===== config.mk =====
export PLATFORM = sky130hd
export DESIGN_NAME = bit_serial_adder
export DESIGN_NICKNAME = d
export VERILOG_FILES = /design/src/rtl/bit_serial_adder_pkg.sv /design/src/rtl/bit_serial_adder_full_adder.sv /design/src/rtl/bit_serial_adder.sv
export SDC_FILE = /design/constraint.sdc
export NUM_CORES = 1
export LEC_CHECK = 0
export CAP_MARGIN = 10
export CORE_AREA = 2 2 68 70
export CTS_CLUSTER_SIZE = 24
export DETAILED_ROUTE_END_ITERATION = 6
export DIE_AREA = 0 0 70 72
export DONT_BUFFER_PORTS = 1
export SLEW_MARGIN = 40
export SYNTH_ARGS = -nofsm -noshare
export SYNTH_HDL_FRONTEND = slang
export SYNTH_HIERARCHICAL = 1
export SYNTH_SLANG_ARGS = --single-unit

===== constraint.sdc =====
create_clock -name clk -period 1.65 [get_ports clk]
set_input_delay 0.165 -clock clk [delete_from_list [all_inputs] [get_ports clk]]
set_output_delay 0.165 -clock clk [all_outputs]
set_load 0.1 [all_outputs]

===== src/rtl/bit_serial_adder_pkg.sv =====
// -----------------------------------------------------------------------------
// bit_serial_adder_pkg
// Shared types and limits for the bit-serial adder.
//   bsa_state_t   : controller states (IDLE -> RUN -> DONE -> IDLE)
//   BSA_MAX_WIDTH : largest supported operand width
// Optional feature macro used by the top level: BSA_OVF_EN (adds the ovf port).
// -----------------------------------------------------------------------------
package bit_serial_adder_pkg;

   typedef enum logic [1:0] {
      S_IDLE,
      S_RUN,
      S_DONE
   } bsa_state_t;

   localparam int BSA_MAX_WIDTH = 64;

endpackage : bit_serial_adder_pkg


===== src/rtl/bit_serial_adder_full_adder.sv =====
// -----------------------------------------------------------------------------
// full_adder
// Single-bit full adder cell used as the arithmetic core of the serial adder.
// Ports:
//   a, b : operand bits
//   ci   : carry in
//   s    : sum bit
//   co   : carry out
// -----------------------------------------------------------------------------
module full_adder (
   input  logic a,
   input  logic b,
   input  logic ci,
   output logic s,
   output logic co
);

   assign s  = a ^ b ^ ci;
   assign co = (a & b) | (ci & (a ^ b));

endmodule : full_adder


===== src/rtl/bit_serial_adder.sv =====
// -----------------------------------------------------------------------------
// bit_serial_adder
// LSB-first sequential adder: one full_adder cell plus a carry flop computes
// {cout,sum} = a + b + cin over WIDTH clocks, then holds the result.
// Parameters:
//   WIDTH  operand/sum width, 2..BSA_MAX_WIDTH
// Ports:
//   clk, rst_n : clock (rising edge), asynchronous active-low reset
//   start      : request, sampled only while ready=1
//   a, b, cin  : operands and carry-in, captured on an accepted start
//   ready      : controller idle, start accepted this cycle
//   busy       : bit-serial addition in progress
//   done       : one-cycle pulse when sum/cout(/ovf) have just been updated
//   sum, cout  : registered result, held until the next completed operation
//   ovf        : signed overflow, held like sum (only when BSA_OVF_EN is defined)
// Optional feature macro: BSA_OVF_EN.
// -----------------------------------------------------------------------------
module bit_serial_adder
   import bit_serial_adder_pkg::*;
#(
   parameter int WIDTH = 8
) (
   input  logic             clk,
   input  logic             rst_n,
   input  logic             start,
   input  logic [WIDTH-1:0] a,
   input  logic [WIDTH-1:0] b,
   input  logic             cin,
   output logic             ready,
   output logic             busy,
   output logic             done,
   output logic [WIDTH-1:0] sum,
`ifdef BSA_OVF_EN
   output logic             cout,
   output logic             ovf
`else
   output logic             cout
`endif
);

   localparam int CW = (WIDTH > 1) ? $clog2(WIDTH) : 1;
   localparam logic [CW-1:0] CNT_LAST = CW'(WIDTH - 1);

   if (WIDTH < 2 || WIDTH > BSA_MAX_WIDTH) begin : g_width_check
      $error("bit_serial_adder: WIDTH=%0d outside legal range 2..%0d", WIDTH, BSA_MAX_WIDTH);
   end

   bsa_state_t       state;
   bsa_state_t       state_nxt;
   logic [WIDTH-1:0] a_sr;
   logic [WIDTH-1:0] b_sr;
   logic [WIDTH-2:0] s_sr;   // sum bits produced so far; the newest bit joins on top
   logic [WIDTH-1:0] s_cat;
   logic             c_ff;
   logic [CW-1:0]    cnt;
   logic             fa_s;
   logic             fa_co;

   full_adder u_fa (
      .a  (a_sr[0]),
      .b  (b_sr[0]),
      .ci (c_ff),
      .s  (fa_s),
      .co (fa_co)
   );

   // On the final RUN cycle this is the complete sum: newest bit in the MSB.
   assign s_cat = {fa_s, s_sr};

   // NOTE: every output of this block gets a default first so no path leaves
   // a signal unassigned, which would otherwise infer a latch.
   always_comb begin
      state_nxt = state;
      ready     = 1'b0;
      busy      = 1'b0;
      done      = 1'b0;
      case (state)
         S_IDLE: begin
            ready = 1'b1;
            if (start) state_nxt = S_RUN;
         end
         S_RUN: begin
            busy = 1'b1;
            if (cnt == CNT_LAST) state_nxt = S_DONE;
         end
         S_DONE: begin
            done      = 1'b1;
            state_nxt = S_IDLE;
         end
         default: state_nxt = S_IDLE;
      endcase
   end

   // NOTE: sequential state uses non-blocking assignments so every flop samples
   // the pre-edge values of its neighbours, exactly like the hardware.
   // NOTE: the datapath registers are reset too, so an abandoned operation
   // leaves no stale operand or carry behind and the held result reads zero.
   always_ff @(posedge clk or negedge rst_n) begin
      if (!rst_n) begin
         state <= S_IDLE;
         a_sr  <= '0;
         b_sr  <= '0;
         s_sr  <= '0;
         c_ff  <= 1'b0;
         cnt   <= '0;
         sum   <= '0;
         cout  <= 1'b0;
`ifdef BSA_OVF_EN
         ovf   <= 1'b0;
`endif
      end else begin
         state <= state_nxt;
         case (state)
            S_IDLE: begin
               if (start) begin
                  a_sr <= a;
                  b_sr <= b;
                  c_ff <= cin;
                  cnt  <= '0;
               end
            end
            S_RUN: begin
               a_sr <= a_sr >> 1;
               b_sr <= b_sr >> 1;
               s_sr <= s_cat[WIDTH-1:1];
               c_ff <= fa_co;
               cnt  <= cnt + CW'(1);
               if (cnt == CNT_LAST) begin
                  sum  <= s_cat;
                  cout <= fa_co;
`ifdef BSA_OVF_EN
                  // Carry into the MSB differs from carry out of it: signed overflow.
                  ovf  <= c_ff ^ fa_co;
`endif
               end
            end
            default: ;
         endcase
      end
   end

endmodule : bit_serial_adder


==> impl_metrics.csv <==
group,metric,value,unit
min_path,min_from,"a[7]",
worst_setup_path,startpoint_type,"register",
logic_synthesis,yosys_register_bits,38,
sta,worst_clock_skew,0.00901,ns
sta,final-setup-viol-count,0,
detailed_routing,dr_wl_met3,172,um
floorplanning,die_area,5040,um2
sta,timing_max_transition_violations_final,0,
worst_setup_path,worst-path-buf-inv,2,
worst_setup_path,worstPathArrival,1.31,ns
clocking,h-tree-depth,2,
layout,drive_above_1_share,0.266,
min_path,whs_path_depth,2,
sta,hold_viol,0,
min_path,hp-class,"primary input to register",
placed_design,io_buffers,0,
layout,stdcell_count,210,
logic_synthesis,netlist_top_cells_area,"dfrtp_1 (57%), mux2_4 (8.1%), o22ai_1 (7.5%)",
worst_setup_path,crit_chain,"inv_1 -> nor2_2 -> buf_12",
clocking,cts_tree,"built",
floorplanning,initial_core_util,0.390,
worst_setup_path,cp_num_cells,3,
logic_synthesis,syn_nets,162,
worst_setup_path,cp_data_required_time,1.48,ns
floorplanning,pin_count,32,
logic_synthesis,ys_types,24,
worst_setup_path,endpoint_kind,"primary output",
logic_synthesis,synth_warnings,6,
detailed_routing,drt-initial-drc-count,48,
clocking,clockBufferDepth,2,
detailed_routing,dr.pass1.iters,4,
placed_design,place_inst,197,
worst_setup_path,critPathSlowestCell,"dfrtp_1",
floorplanning,die_y,72,um
grt,grt_pass1_wl,5800,um
min_path,holdPathEnd,"a_sr[7]",
sta,tightest_slew,0.469,ns
detailed_routing,drc,0,
clocking,cts_root_buf,"clkbuf_8",
clocking,cts_buffers,5,
worst_setup_path,cpLargestDelayFamily,"flip-flops",
logic_synthesis,netlist_area,1660,um2
detailed_routing,drt_wl_total,3350,um
layout,nets,180,
logic_synthesis,synth_area_leader_cell,"dfrtp_1",
worst_setup_path,slowest_delay,0.49,ns
floorplanning,die_width,70,um
detailed_routing,top_layer,"met4",
worst_setup_path,cp_max_fo,8,
run_status,outcome,"complete, no violations",
sta,timing.fmax,676,MHz
worst_setup_path,r2r_slack,0.19,ns
placed_design,gp_congestion,0.822,
worst_setup_path,rr_endpoint,"sum[3]",
detailed_routing,via_per_inst,5.52,
logic_synthesis,netlist.area_leader.share,0.572,
floorplanning,rows,24,
sta,fin_crit,1.48,ns
sta,fin_crit_sh,0.896,
placed_design,hpwl,2350,um
sta,rsz0062_at_grt,"false",
detailed_routing,ant_nets,0,
logic_synthesis,synth_seq_area_share,0.572,
worst_setup_path,reg2reg_depth,4,
detailed_routing,wl_met2,1670,um
floorplanning,coreArea,4260,um2
logic_synthesis,netlist_instances,139,
layout,antenna_cells,0,
detailed_routing,wire_per_inst,16.0,um
grt,grt_overflow_total,0,
grt,grt_pass1_vias,1228,
flow_run,cap_violations,0,
clocking,clk_latency,0.29,ns
detailed_routing,m1WireLength,1460,um
clocking,path_clk_slew,0.08,ns
grt,gr-usage-all-layers,0.147,
layout,syn_to_final_growth,17.5,%
grt,grt_max_degree,39,
logic_synthesis,avgSynthCellArea,12.0,um2
worst_setup_path,r2r-start,"cnt[0]",
worst_setup_path,crit_type,"register to primary output",
sta,slew_headroom,0.687,
detailed_routing,num_vias,1160,
clocking,cts_num_sinks,38,
layout,fillCellCount,397,
grt,antenna_found_initial,0,
==> worst max-delay path by stage <==
| stage | startpoint | endpoint | slack [ns] |
|---|---|---|---|
| 2_1_floorplan | state[0] | a_sr[3] | -0.09 |
| 3_3_place_gp | cnt[0] | sum[7] | 0.23 |
| 3_5_place_dp | cnt[0] | cout | 0.19 |
| 4_1_cts | state[1] | busy | 0.04 |
| 5_1_grt | state[1] | done | 0.07 |
| 6_report | state[1] | done | 0.17 |
==> logic make-up (layout without fill, tap and decap cells) <==
| logic type | Yosys count | in the layout | share of synthesized area |
|---|---|---|---|
| AOI/OAI and AO/OA | 43 | 43 | 0.174 |
| adders and majority gates | 3 | 3 | 0.0271 |
| buffers and inverters | 12 | 31 | 0.0429 |
| DFF | 38 | 38 | 0.572 |
| muxes | 9 | 9 | 0.0813 |
| and+or+nand+nor | 34 | 34 | 0.102 |
==> worst register-to-register path, stage by stage (launching register included) <==
cell and delay [ns]:
dfrtp_1 0.41, ha_1 0.22, ha_1 0.26, nand2_8 0.15
mux2_4 0.31
==> timing repair <==
item | CTS | global route
setup buffers | 0 | 3
hold endpoints to repair | 38 | 0
setup endpoints to repair | 1 | 1
resized for setup | 1 | 1
hold buffers | 2 | 0
==> metal layers <==
| metal | up-vias | track usage |
|---|---|---|
| met1 | 576 | 0.190 |
| met4 | 0 | 0.0513 |
| li1 | 541 | - |
| met5 | - | 0 |
| met2 | 36 | 0.239 |
| met3 | 7 | 0.0444 |
==> stage by stage <==
step                      hold slack, ns   util  TNS [ns]  setup slack [ns]  area (um2)
final                             0.0462  0.458         0             0.171        1950
after global routing              0.0546  0.458         0            0.0692        1950
after CTS                         0.0427  0.452         0            0.0362        1930
after detailed placement          -0.130  0.422         0             0.194        1800
after global placement            -0.130  0.422         0             0.231        1800
after floorplan                   -0.131      -   -0.0894           -0.0894        1670
==> synthesized netlist by cell type, drive strengths merged <==
cell type and n:
fa 1, buf 8, o221a 1, inv 4, dfrtp 38, nand3b 1, o21ai 3, a22o 2
nor2 5, a2bb2oi 8, ha 2, o22ai 20, a32o 1, a21oi 8, nand2 23, nand2b 4
mux2 9, nor2b 1
==> cell type report <==
class                           count  area (um2)  area share
Sequential cell                    38         951       0.487
Timing Repair Buffer               19         178      0.0910
Clock inverter                      2        12.5     0.00641
Tap cell                           52        65.1      0.0333
Inverter                            4        20.0      0.0102
Multi-Input combinational cell     89         644       0.330
Clock buffer                        6        82.6      0.0423
==> registers in the layout (all words and copies together), names as in the netlist <==
register / cells
c_ff: 1
sum: 8
b_sr: 8
s_sr: 7
state: 2
a_sr: 8
cout: 1
cnt: 3
==> placed cells by master (no fill, tap or decap), types with 2 or more instances in the layout <==
cell        n
buf_12      2
o22ai_1    20
a21oi_1     8
a2bb2oi_1   8
buf_4      15
nor2_1      2
nand2b_1    3
ha_1        2
a22o_1      2
o21ai_0     3
nor2_2      3
nand2_1    22
clkbuf_8    6
mux2_4      9
inv_1       3
dfrtp_1    38
Power is left out: the tool's default activity adds up to more than one toggle a clock period on the data nets, which glitch-free logic cannot reach.
==> patch, RTL diff (same settings) <==
The parameter `WIDTH` goes from 8 to 16.
--- a/src/rtl/bit_serial_adder.sv
+++ b/src/rtl/bit_serial_adder.sv
@@ -19,5 +19,5 @@
    import bit_serial_adder_pkg::*;
 #(
-   parameter int WIDTH = 8
+   parameter int WIDTH = 16
 ) (
    input  logic             clk,
Interface: changed (resized a, b and sum); port bits go from 32 to 56. The function was not compared with the original's and may differ.
==> patch against the original RTL <==
The flow now finishes with violations (hold timing); worst setup slack worse by 120 ps; critical path depth stayed put; design area increased by 85%; synthesized area is 83% higher; cell count grew 71%; hold slack lost 540 ps; synthesized cell count is 98% higher; sequential cell count grew 33; wire length increased by 86%; via count grew 83%; first-iteration DRC count grew to 3.6 times the old value; register-to-register slack worse by 100 ps; fmax is 7.4% lower; largest cell class unchanged.
==> patch: results <==
export IMPL_wl_met3_um=302
export IMPL_vias=2128
export IMPL_syn_inst=275
export IMPL_drt_iter0_drc=172
export IMPL_critical_path_slowest_cell="dfrtp_1"
export IMPL_cp_top_family="flip-flops"
export IMPL_synth_area_leaders="dfrtp_1, nand2_1, a22oi_1"
export IMPL_maxSlewHeadroom=0.717
export IMPL_worstSetupStartpoint="state[0]"
export IMPL_crit_arrival_ps=1430
export IMPL_post_place_ws_ps=6.87
export IMPL_critical_path_max_stage_delay_ps=460
export IMPL_grt_util_met1=0.363
export IMPL_grt_usage=0.268
export IMPL_worstSkewPairLatency_ps=350
export IMPL_antenna_cells=0
export IMPL_antenna_found_initial=0
export IMPL_violations="hold timing"
export IMPL_r2r_end="sum[7]"
export IMPL_topRoutingLayerUsed="met4"
export IMPL_cp_endpoint="ready"
export IMPL_syn_nets=313
export IMPL_grt_max_degree=72
export IMPL_final_nets=340
export IMPL_cts_hold_buf=3
export IMPL_fmax_mhz=626
export IMPL_hp_class="input port to asynchronous set/reset pin"
export IMPL_root_buffer="clkbuf_8"
export IMPL_grt_met3_usage=0.0542
export IMPL_htree_num_levels=3
export IMPL_clock_skew_ps=5.32
export IMPL_r2r_cells=5
export IMPL_gp_congestion=0.801
export IMPL_placed_area_um2=3250
export IMPL_final_hold_violation_count=71
export IMPL_portBuffers=0
export IMPL_drive_gt1_frac=0.241
export IMPL_cts_resized=3
export IMPL_r2r_setup_slack_ps=90
export IMPL_dpl_hpwl_um=3750
export IMPL_ys_types=25
export IMPL_worst_path_max_fanout=19
export IMPL_grt_pass1_wl_um=10300
export IMPL_postCtsSetupBuffers=2
export IMPL_reg_top3="a_sr (16), b_sr (16), sum (16)"
export IMPL_grt_pass1_vias=2142
export IMPL_holdWs_ps=-496
export IMPL_rr_startpoint="cnt[0]"
export IMPL_ys_top_cells_by_count="nand2_1, dfrtp_1, o21ai_0"
export IMPL_synthArstFlopShare=1.00
export IMPL_wl_um=6220
export IMPL_wl_met2_um=3110
export IMPL_run_status="finished with violations"
export IMPL_post_drt_wl_per_cell_um=17.3
export IMPL_cts_made_buffers=9
export IMPL_ys_seq_area_frac=0.585
export IMPL_use_met2=0.415
export IMPL_wl_met1_um=2630
patch: final cells by class:
| class | count | area (um2) |
|---|---|---|
| Sequential cell | 71 | 1780 |
| Multi-Input combinational cell | 183 | 1150 |
| Fill cell | 253 | 654 |
| Timing Repair Buffer | 36 | 348 |
| Clock inverter | 7 | 135 |
| Clock buffer | 9 | 124 |
| Tap cell | 52 | 65.1 |
| Inverter | 1 | 7.51 |
patch: cells by family (layout without fill, tap and decap cells):
| kind of cell | Yosys count | after routing | synth area share |
|---|---|---|---|
| adder cells (fa/ha/maj) | 2 | 2 | 0.0107 |
| buffers and inverters | 21 | 53 | 0.0433 |
| AND/OR/NAND/NOR | 90 | 90 | 0.128 |
| flip-flops | 71 | 71 | 0.585 |
| AO/OA/AOI/OAI | 73 | 73 | 0.155 |
| multiplexers | 18 | 18 | 0.0779 |
patch: power breakdown:
part | switching (uW) | internal, uW
sequential | 475 | 2440
clock | 652 | 1150
combinational | 2720 | 1330
